**src/rtl/ahb_slave_arbiter_rr.sv**
```systemverilog
// Per-slave AHB arbiter for NUM_MST masters: highest priority wins, round-robin
// among equals, grant locked for the length of fixed-length bursts.
module ahb_slave_arbiter_rr #(
  parameter int NUM_MST   = 4,
  parameter int PRIO_W    = 2,
  parameter int MST_IDX_W = (NUM_MST > 1) ? $clog2(NUM_MST) : 1
) (
  input  logic                      hclk,
  input  logic                      hreset,
  input  logic [NUM_MST-1:0]        hreq,
  input  logic [NUM_MST*PRIO_W-1:0] hprior,
  input  logic [1:0]                htrans,
  input  logic [2:0]                hburst,
  input  logic                      hready,
  output logic [NUM_MST-1:0]        hgrant,
  output logic [NUM_MST-1:0]        hgrant_data,
  output logic [MST_IDX_W-1:0]      hmaster,
  output logic                      hsel
);

  localparam logic [1:0] TR_IDLE   = 2'b00;
  localparam logic [1:0] TR_NONSEQ = 2'b10;
  localparam logic [1:0] TR_SEQ    = 2'b11;

  typedef enum logic [1:0] {IDLE, OWN, BURST} state_t;

  state_t                 state;
  logic [3:0]             beat_cnt;
  logic [MST_IDX_W-1:0]   rr_ptr;

  logic                   acc;
  logic [3:0]             burst_len_m1;
  logic                   fixed_burst;
  logic                   rearb;
  logic [PRIO_W-1:0]      max_prio;
  logic [NUM_MST-1:0]     cand;
  logic                   win_found;
  logic [MST_IDX_W-1:0]   win_idx;
  logic [NUM_MST-1:0]     win_onehot;
  logic [MST_IDX_W-1:0]   next_ptr;
  logic                   owner_change;

  assign hsel = (|hgrant) & htrans[1];
  assign acc  = hsel & hready;

  // Remaining beats after the NONSEQ; zero marks SINGLE/INCR (no lock).
  always_comb begin
    burst_len_m1 = 4'd0;
    case (hburst)
      3'd2, 3'd3: burst_len_m1 = 4'd3;
      3'd4, 3'd5: burst_len_m1 = 4'd7;
      3'd6, 3'd7: burst_len_m1 = 4'd15;
      default:    burst_len_m1 = 4'd0;
    endcase
  end
  assign fixed_burst = (burst_len_m1 != 4'd0);

  // Candidates are the requesters at the top priority; the winner is the first
  // one at or above rr_ptr, otherwise the lowest-indexed one (wrap-around).
  always_comb begin
    max_prio   = '0;
    cand       = '0;
    win_found  = 1'b0;
    win_idx    = '0;
    win_onehot = '0;
    for (int i = 0; i < NUM_MST; i++) begin
      if (hreq[i] && (hprior[i*PRIO_W +: PRIO_W] > max_prio))
        max_prio = hprior[i*PRIO_W +: PRIO_W];
    end
    for (int i = 0; i < NUM_MST; i++)
      cand[i] = hreq[i] && (hprior[i*PRIO_W +: PRIO_W] == max_prio);
    for (int i = 0; i < NUM_MST; i++) begin
      if (!win_found && cand[i] && (i >= int'(rr_ptr))) begin
        win_found     = 1'b1;
        win_idx       = i[MST_IDX_W-1:0];
        win_onehot[i] = 1'b1;
      end
    end
    for (int i = 0; i < NUM_MST; i++) begin
      if (!win_found && cand[i]) begin
        win_found     = 1'b1;
        win_idx       = i[MST_IDX_W-1:0];
        win_onehot[i] = 1'b1;
      end
    end
  end

  assign next_ptr     = (int'(win_idx) == NUM_MST - 1) ? '0 : win_idx + 1'b1;
  assign owner_change = ~(|hgrant) || (win_idx != hmaster);

  always_comb begin
    rearb = 1'b0;
    case (state)
      IDLE:  rearb = hready && (|hreq);
      OWN:   rearb = (acc && (htrans == TR_NONSEQ) && !fixed_burst) ||
                     (hready && (htrans == TR_IDLE));
      BURST: rearb = (acc && (htrans == TR_SEQ) && (beat_cnt == 4'd1)) ||
                     (hready && ((htrans == TR_IDLE) || (htrans == TR_NONSEQ)));
      default: rearb = 1'b0;
    endcase
  end

  always_ff @(posedge hclk) begin
    if (hreset) begin
      state       <= IDLE;
      hgrant      <= '0;
      hgrant_data <= '0;
      hmaster     <= '0;
      beat_cnt    <= '0;
      rr_ptr      <= '0;
    end else begin
      if (hready)
        hgrant_data <= hgrant;
      if (rearb) begin
        beat_cnt <= '0;
        if (win_found) begin
          state   <= OWN;
          hgrant  <= win_onehot;
          hmaster <= win_idx;
          if (owner_change)
            rr_ptr <= next_ptr;
        end else begin
          state   <= IDLE;
          hgrant  <= '0;
          hmaster <= '0;
        end
      end else if ((state == OWN) && acc && (htrans == TR_NONSEQ) && fixed_burst) begin
        state    <= BURST;
        beat_cnt <= burst_len_m1;
      end else if ((state == BURST) && acc && (htrans == TR_SEQ)) begin
        beat_cnt <= beat_cnt - 4'd1;
      end
    end
  end

endmodule

```
**config.mk**
```make
export PLATFORM = sky130hd
export DESIGN_NAME = ahb_slave_arbiter_rr
export DESIGN_NICKNAME = d
export VERILOG_FILES = /design/src/rtl/ahb_slave_arbiter_rr.sv
export SDC_FILE = /design/constraint.sdc
export NUM_CORES = 1
export LEC_CHECK = 0
export CORE_ASPECT_RATIO = 0.8
export CORE_MARGIN = 2
export CORE_UTILIZATION = 40
export CTS_CLUSTER_DIAMETER = 30
export DETAILED_ROUTE_END_ITERATION = 8
export HOLD_SLACK_MARGIN = 0.15
export PLACE_DENSITY = 0.67
export SKIP_LAST_GASP = 1
export SYNTH_ARGS = -nofsm -noshare
export SYNTH_HDL_FRONTEND = slang
export SYNTH_SLANG_ARGS = --single-unit
export TNS_END_PERCENT = 5
```
**constraint.sdc**
```tcl
create_clock -name hclk -period 5 [get_ports hclk]
set_input_delay 0.75 -clock hclk [delete_from_list [all_inputs] [get_ports hclk]]
set_output_delay 0.75 -clock hclk [all_outputs]
set_load 0.005 [all_outputs]
```
==> run_summary.xml, run 1 <==
<?xml version="1.0" encoding="UTF-8"?>
<metrics>
  <group name="yosys">
    <metric name="summed_instance_area_of_the_synthesized_netlist" unit="um2">1580</metric>
    <metric name="synthCells" unit="">194</metric>
    <metric name="synth.most_common_cell" unit="">nor2_1</metric>
    <metric name="ys_top_cells_by_count" unit="">nor2_1 (20), dfxtp_1 (18), nand2_1 (14)</metric>
    <metric name="avgSynthCellArea" unit="um2">8.12</metric>
    <metric name="yosysTopAreaCell" unit="">dfxtp_1</metric>
    <metric name="ys_ff_latch" unit="">18</metric>
    <metric name="synth_cell_type_count" unit="">52</metric>
    <metric name="top_area_cell_type_share_of_the_netlist_area" unit="%">22.9</metric>
    <metric name="synthesis.yosys.warnings" unit="">0</metric>
    <metric name="synth.yosys.seq_area_share" unit="%">22.9</metric>
    <metric name="ys_top_cells_by_area" unit="">dfxtp_1 (23%), ha_1 (6.4%), mux2i_1 (6.4%)</metric>
    <metric name="synth-edff-count" unit="">0</metric>
    <metric name="postSynth.asyncResetShare" unit="%">0</metric>
    <metric name="synth_top_flop_cell" unit="">dfxtp_1</metric>
    <metric name="synth_fp_nets" unit="">222</metric>
  </group>
  <group name="worst_setup_path">
    <metric name="critical_path.cell_chain" unit="">buf_6 -&gt; nand2_4 -&gt; ha_4 -&gt; nor2b_4 -&gt; o211a_1 -&gt; o21a_1 -&gt; ha_4 -&gt; nor2b_4 -&gt; o21a_1 -&gt; a211oi_2 -&gt; a21oi_2 -&gt; ha_1 -&gt; a21boi_2 -&gt; buf_4 -&gt; o21ai_4 -&gt; o21ai_1 -&gt; or3_4 -&gt; and3_4 -&gt; o311ai_4 -&gt; o211ai_2 -&gt; mux2i_1 -&gt; o31a_1 -&gt; mux2i_1</metric>
    <metric name="signal_arrival_time_at_the_worst_endpoint" unit="ns">5.07</metric>
    <metric name="critical_path.max_stage_delay" unit="ns">0.42</metric>
    <metric name="critical_path_required" unit="ns">5.14</metric>
    <metric name="critical_path_peak_fanout" unit="">6</metric>
    <metric name="timing.setup.critical_path_class" unit="">input port to register</metric>
    <metric name="crit_family" unit="">compound AO/OA/AOI/OAI gates</metric>
    <metric name="startpoint_type" unit="">input port</metric>
    <metric name="r2r-start" unit="">hgrant[3]</metric>
    <metric name="critical_path.startpoint" unit="">hprior[1]</metric>
    <metric name="timing.critical_path.to_type" unit="">register</metric>
    <metric name="path_buf_inv" unit="">2</metric>
    <metric name="slowest_stage" unit="">or3_4</metric>
  </group>
  <group name="status">
    <metric name="run_status" unit="">finished clean</metric>
  </group>
  <group name="global_route">
    <metric name="grt.met2_usage" unit="%">33.8</metric>
    <metric name="global_route_wire_length_before_repair" unit="um">7560</metric>
    <metric name="grt_use_total" unit="%">22.2</metric>
    <metric name="antenna_found_initial" unit="">0</metric>
    <metric name="grtUsageMet3" unit="%">4.05</metric>
    <metric name="first_global_vias" unit="">1580</metric>
    <metric name="grt_overflow" unit="">0</metric>
    <metric name="grt_util_met1" unit="%">33.5</metric>
    <metric name="gr-max-usage-layer" unit="">met2</metric>
    <metric name="grt_start_max_net_pins" unit="">14</metric>
  </group>
  <group name="cells_and_area">
    <metric name="final_cell_count_no_fill" unit="">324</metric>
    <metric name="fill_cells" unit="">305</metric>
    <metric name="syn2layout_area_growth" unit="%">62.9</metric>
    <metric name="regArea" unit="um2">360</metric>
    <metric name="multi_input_comb_area" unit="um2">1420</metric>
    <metric name="finalNetCount" unit="">298</metric>
    <metric name="final_layout_size_suffix_gt1_share" unit="%">36.8</metric>
    <metric name="antenna_diode_count" unit="">0</metric>
    <metric name="layout.core_utilization" unit="%">67.9</metric>
  </group>
  <group name="floorplan">
    <metric name="core_region_area" unit="um2">3780</metric>
    <metric name="die-width" unit="um">74.2</metric>
    <metric name="starting_density" unit="%">41.7</metric>
    <metric name="die_y" unit="um">60.1</metric>
    <metric name="core.rowCount" unit="">20</metric>
    <metric name="die_area" unit="um2">4460</metric>
    <metric name="pin_count" unit="">31</metric>
  </group>
  <group name="sta">
    <metric name="transition_time_at_the_pin_with_the_least_slew_margin" unit="ns">1.02</metric>
    <metric name="post-route-period-util" unit="%">98.6</metric>
    <metric name="slew_headroom" unit="%">30.8</metric>
    <metric name="timing.final.ws_setup" unit="ns">0.0683</metric>
    <metric name="maxClockFrequency" unit="MHz">203</metric>
    <metric name="worst_clock_skew" unit="ns">0.00257</metric>
    <metric name="hold_ws" unit="ns">0.497</metric>
    <metric name="slew_viol_final" unit="">0</metric>
    <metric name="finalWorstPathRequiredPeriod" unit="ns">4.93</metric>
    <metric name="timing_hold_violations_final" unit="">0</metric>
    <metric name="report.final.setup_viol" unit="">0</metric>
  </group>
  <group name="pwr">
    <metric name="p_int" unit="uW">419</metric>
    <metric name="vdd_ir_max" unit="mV">0.179</metric>
    <metric name="net-switching-power" unit="uW">234</metric>
    <metric name="p_leak" unit="uW">0.00105</metric>
    <metric name="power_frac_comb" unit="%">56.6</metric>
    <metric name="switching_share" unit="%">35.8</metric>
    <metric name="p_per_area" unit="nW/um2">254</metric>
    <metric name="totalPowerFinal" unit="uW">653</metric>
    <metric name="share_seq_of_total_power" unit="%">25.5</metric>
    <metric name="share_clk_of_total_power" unit="%">17.9</metric>
  </group>
  <group name="detailed_routing">
    <metric name="routed_wl" unit="um">4910</metric>
    <metric name="vias" unit="">1757</metric>
    <metric name="route.detailed.drc" unit="">0</metric>
    <metric name="final_antenna_net_count" unit="">0</metric>
    <metric name="drt_first_pass_iters" unit="">4</metric>
    <metric name="viasPerCell" unit="">5.42</metric>
    <metric name="detail_route.wl_per_cell" unit="um">15.2</metric>
    <metric name="initial_detailed_routing_violation_count" unit="">80</metric>
  </group>
  <group name="placement">
    <metric name="dpl.cell_count" unit="">312</metric>
    <metric name="pre_cts_slack" unit="ns">-0.799</metric>
    <metric name="place.detailed.hpwl" unit="um">3470</metric>
    <metric name="gp_routability_congestion" unit="">0.848</metric>
    <metric name="portBuffers" unit="">29</metric>
  </group>
  <group name="clocking">
    <metric name="clk_transition_reported_paths" unit="ns">0.06</metric>
    <metric name="cts_made_buffers" unit="">3</metric>
    <metric name="worstSkewPairLatency" unit="ns">0.25</metric>
    <metric name="clock-sinks" unit="">18</metric>
    <metric name="clock_tree.root_cell" unit="">clkbuf_8</metric>
    <metric name="ctsLongestPathBuffers" unit="">2</metric>
    <metric name="post_cts_hold_buffer_count" unit="">0</metric>
    <metric name="cts_tree" unit="">yes</metric>
    <metric name="h_tree_depth" unit="">1</metric>
  </group>
  <group name="worst_hold_path">
    <metric name="path_class_of_the_lowest_slack_min_delay_path" unit="">register to register</metric>
    <metric name="min_delay_startpoint" unit="">hgrant_data[1]</metric>
  </group>
  <group name="run">
    <metric name="max_cap_violations" unit="">0</metric>
  </group>
</metrics>
[worst min-delay path, cell delays in order (launching register included)]
cell and delay, ns:
dfxtp_1 0.32, mux2i_1 0.06, nor2_1 0.07
[flip-flops by register name (all words and copies together) (netlist names)]
| signal | count |
|---|---|
| beat_cnt | 4 |
| hgrant | 4 |
| hgrant_data | 4 |
| hmaster | 2 |
| rr_ptr | 2 |
| state | 2 |
[final timing paths]
check	to	slack, ns	cells after the start
setup / recovery	rr_ptr[0]	0.07	23
hold / removal	hgrant_data[1]	0.50	2
setup reg to reg	state[0]	2.52	8
hold reg to reg	hgrant_data[1]	0.50	2
[routing by layer]
metal  routed length [um]  vias to the layer above  part of all wire, %
met4                   24                        0                 0.49
li1                     -                      892                    -
met1                 2390                      829                   49
met3                  226                        2                  4.6
met5                    0                        -                    0
met2                 2270                       34                   46
[layout by cell type, fill, tap and decap left out, types with 3 or more instances in the layout]
cell type	n
a21oi_1	4
nor3_1	5
o21a_1	3
nor2_1	20
nand3_1	6
nor2b_1	3
buf_4	44
buf_6	4
or2_2	3
nand2b_1	6
ha_4	5
xor2_1	4
a21oi_2	3
or4_1	3
and2_1	3
inv_1	7
nor2b_4	3
nor4_1	3
dfxtp_1	18
o211a_1	3
nand2_1	12
mux2i_1	10
ha_1	3
clkdlybuf4s50_1	24
nor3_2	3
clkbuf_8	4
[logic make-up (layout without fill, tap and decap cells)]
family / Yosys count / after routing / share of synthesized area [%]
compound gates: 59 / 59 / 30.9
buf+inv: 12 / 87 / 2.86
xor+xnor: 7 / 7 / 3.89
mux: 10 / 10 / 6.35
simple gates: 80 / 80 / 26.8
fa+ha+maj: 8 / 8 / 6.35
flops: 18 / 18 / 22.9
[power by group through the flow]
stage	registers, uW	logic, uW	clock network [uW]
after floorplan	166	168	0
after global placement	169	289	0
after detailed placement	169	291	0
after CTS	166	332	119
after global routing	168	397	128
final	167	369	117
[what timing repair did]
item / 4_1_cts / 5_1_grt
pin swaps: 17 / 23
setup buffers: 6 / 2
endpoints found under the setup margin: 9 / 9
gates resized for setup: 35 / 28
[metrics by stage]
step,instance area (um2),setup TNS (ns)
floorplan,1580,-0.253
global placement,2210,-6.02
detailed placement,2210,-6.23
CTS,2470,0
global route,2570,-0.313
finish,2570,0
[final cells by class]
| cell class | instances | share of cell area, % |
|---|---|---|
| Timing Repair Buffer | 75 | 24.8 |
| Sequential cell | 18 | 14.0 |
| Multi-Input combinational cell | 164 | 55.2 |
| Clock buffer | 4 | 2.15 |
| Inverter | 8 | 1.17 |
| Tap cell | 55 | 2.68 |
Note: power is estimated with default switching activity, not from simulation.
==> inputs of run 2 (changes only) <==
SKIP_LAST_GASP = not set   (was 1)
==> results of run 2 <==
The final DEF is identical to that of run 1; final timing and power are the same.
==> inputs of run 3 (changes only) <==
CTS_CLUSTER_SIZE = 16   (was not set)
MAX_ROUTING_LAYER = met4   (was not set)
==> run_summary.xml, run 3 (same netlist as run 1, synthesis figures left out) <==
<?xml version="1.0" encoding="UTF-8"?>
<metrics>
  <group name="global_route">
    <metric name="grt_overflow" unit="">0</metric>
    <metric name="first_global_vias" unit="">1580</metric>
    <metric name="grt_use_total" unit="%">22.9</metric>
    <metric name="antenna_found_initial" unit="">0</metric>
    <metric name="grt_start_max_net_pins" unit="">14</metric>
    <metric name="global_route_wire_length_before_repair" unit="um">7560</metric>
  </group>
  <group name="sta">
    <metric name="report.final.setup_viol" unit="">0</metric>
    <metric name="worst_clock_skew" unit="ns">0.00211</metric>
    <metric name="timing_hold_violations_final" unit="">0</metric>
    <metric name="finalWorstPathRequiredPeriod" unit="ns">4.92</metric>
    <metric name="slew_headroom" unit="%">31.2</metric>
    <metric name="transition_time_at_the_pin_with_the_least_slew_margin" unit="ns">1.02</metric>
    <metric name="totalNegativeSetupSlack" unit="ns">0</metric>
    <metric name="slew_viol_final" unit="">0</metric>
    <metric name="post-route-period-util" unit="%">98.3</metric>
    <metric name="timing.final.ws_setup" unit="ns">0.0834</metric>
    <metric name="maxClockFrequency" unit="MHz">203</metric>
  </group>
  <group name="detailed_routing">
    <metric name="final_antenna_net_count" unit="">0</metric>
    <metric name="top_signal_layer_used" unit="">met4</metric>
    <metric name="detail_route.wl_per_cell" unit="um">15.2</metric>
    <metric name="wire_length_the_detailed_router_placed_on_met1" unit="um">2460</metric>
    <metric name="route.detailed.drc" unit="">0</metric>
    <metric name="route.met3.wl" unit="um">186</metric>
    <metric name="viasPerCell" unit="">5.42</metric>
    <metric name="drt_first_pass_iters" unit="">4</metric>
    <metric name="routed_wl" unit="um">4930</metric>
    <metric name="vias" unit="">1755</metric>
    <metric name="initial_detailed_routing_violation_count" unit="">83</metric>
    <metric name="routed-wl-met2" unit="um">2250</metric>
  </group>
  <group name="placement">
    <metric name="pre_cts_slack" unit="ns">-0.799</metric>
    <metric name="place.detailed.hpwl" unit="um">3470</metric>
    <metric name="gp_routability_congestion" unit="">0.862</metric>
    <metric name="portBuffers" unit="">29</metric>
    <metric name="detailed_place.area" unit="um2">2210</metric>
  </group>
  <group name="worst_setup_path">
    <metric name="crit_family" unit="">compound AO/OA/AOI/OAI gates</metric>
    <metric name="critical_path.max_stage_delay" unit="ns">0.42</metric>
    <metric name="signal_arrival_time_at_the_worst_endpoint" unit="ns">5.06</metric>
    <metric name="slowest_stage" unit="">or3_4</metric>
    <metric name="startpoint_type" unit="">input port</metric>
    <metric name="critical_path_required" unit="ns">5.14</metric>
    <metric name="critical_path_peak_fanout" unit="">6</metric>
    <metric name="timing.setup.critical_path_class" unit="">input port to register</metric>
    <metric name="timing.critical_path.to_type" unit="">register</metric>
    <metric name="path_buf_inv" unit="">2</metric>
    <metric name="critical_path.cell_chain" unit="">buf_6 -&gt; nand2_4 -&gt; ha_4 -&gt; nor2b_4 -&gt; o211a_1 -&gt; o21a_1 -&gt; ha_4 -&gt; nor2b_4 -&gt; o21a_1 -&gt; a211oi_2 -&gt; a21oi_2 -&gt; ha_1 -&gt; a21boi_2 -&gt; buf_4 -&gt; o21ai_4 -&gt; o21ai_1 -&gt; or3_4 -&gt; and3_4 -&gt; o311ai_4 -&gt; o211ai_2 -&gt; mux2i_1 -&gt; o31a_1 -&gt; mux2i_1</metric>
  </group>
  <group name="clocking">
    <metric name="clk_transition_reported_paths" unit="ns">0.06</metric>
    <metric name="h_tree_depth" unit="">1</metric>
    <metric name="cts_tree" unit="">yes</metric>
    <metric name="ctsLongestPathBuffers" unit="">2</metric>
    <metric name="clock-sinks" unit="">18</metric>
    <metric name="worstSkewPairLatency" unit="ns">0.25</metric>
    <metric name="post_cts_hold_buffer_count" unit="">0</metric>
    <metric name="clock_tree.root_cell" unit="">clkbuf_8</metric>
    <metric name="cts_made_buffers" unit="">3</metric>
  </group>
  <group name="pwr">
    <metric name="p_per_area" unit="nW/um2">255</metric>
    <metric name="totalPowerFinal" unit="uW">653</metric>
    <metric name="p_leak" unit="uW">0.00105</metric>
    <metric name="vdd_ir_max" unit="mV">0.179</metric>
  </group>
  <group name="cells_and_area">
    <metric name="syn2layout_area_growth" unit="%">62.9</metric>
    <metric name="most_frequent_cells_in_the_layout" unit="">buf_4 (44), clkdlybuf4s50_1 (24), nor2_1 (20)</metric>
    <metric name="antenna_diode_count" unit="">0</metric>
    <metric name="fill_cells" unit="">305</metric>
    <metric name="layout.cells.most_common" unit="">buf_4</metric>
    <metric name="largestRegisters" unit="">beat_cnt x4, hgrant x4, hgrant_data x4</metric>
    <metric name="finish.instance_area" unit="um2">2570</metric>
    <metric name="finalNetCount" unit="">298</metric>
    <metric name="final_layout_size_suffix_gt1_share" unit="%">36.8</metric>
  </group>
  <group name="run">
    <metric name="max_cap_violations" unit="">0</metric>
  </group>
  <group name="status">
    <metric name="run_status" unit="">finished clean</metric>
  </group>
  <group name="floorplan">
    <metric name="die_area" unit="um2">4460</metric>
    <metric name="die_y" unit="um">60.1</metric>
    <metric name="pin_count" unit="">31</metric>
    <metric name="core.rowCount" unit="">20</metric>
    <metric name="core_region_area" unit="um2">3780</metric>
    <metric name="starting_density" unit="%">41.7</metric>
    <metric name="die-width" unit="um">74.2</metric>
  </group>
  <group name="worst_hold_path">
    <metric name="path_class_of_the_lowest_slack_min_delay_path" unit="">register to register</metric>
  </group>
</metrics>
[run 3: cell counts in the layout (fill, tap and decap cells not counted)]
No cell type changed its count.
[run 3: final cells by class]
| cell class | instances | area, um2 | share of cell area (%) |
|---|---|---|---|
| clock buffer | 4 | 55.1 | 2.15 |
| timing repair buffer | 75 | 636 | 24.8 |
| multi-input combinational | 164 | 1420 | 55.2 |
| tap | 55 | 68.8 | 2.68 |
| sequential | 18 | 360 | 14.0 |
| inverter | 8 | 30.0 | 1.17 |
[run 3: path summary, 6_finish.rpt]
path | start | to | slack [ns] | depth (start not counted)
hold / removal | hgrant_data[1] | hgrant_data[1] | 0.50 | 2
hold reg to reg | hgrant_data[1] | hgrant_data[1] | 0.50 | 2
setup / recovery | hprior[1] | rr_ptr[0] | 0.08 | 23
setup reg to reg | hgrant[3] | state[0] | 2.52 | 8
[run 3: routing by layer]
metal	GRT usage (%)	vias to the layer above
li1	-	891
met1	33.6	830
met2	33.8	32
met3	4.05	2
met4	1.82	0
met5	-	-
[run 3: tightest hold or removal path, stage by stage (launching register included)]
cell     delay, ns
dfxtp_1       0.32
mux2i_1       0.06
nor2_1        0.07
[run 3: per-stage QoR]
| step | util (%) | hold WS (ns) | instances |
|---|---|---|---|
| after detailed placement | 58.5 | 0.487 | 312 |
| final | 67.9 | 0.496 | 324 |
| after CTS | 65.3 | 0.500 | 322 |
| after floorplan | - | 0.473 | 194 |
| after global routing | 67.9 | 0.520 | 324 |
| after global placement | 58.5 | 0.478 | 312 |
[run 3: power breakdown]
part           switching [uW]  internal (uW)  total (uW)
sequential               12.9            154         167
clock                    47.4           69.9         117
combinational             174            195         369
[run 3: timing repair]
action                                  CTS  global route
gates resized for setup                  35            28
endpoints found under the setup margin    9             9
pin swaps                                17            23
buffers inserted                          6             2
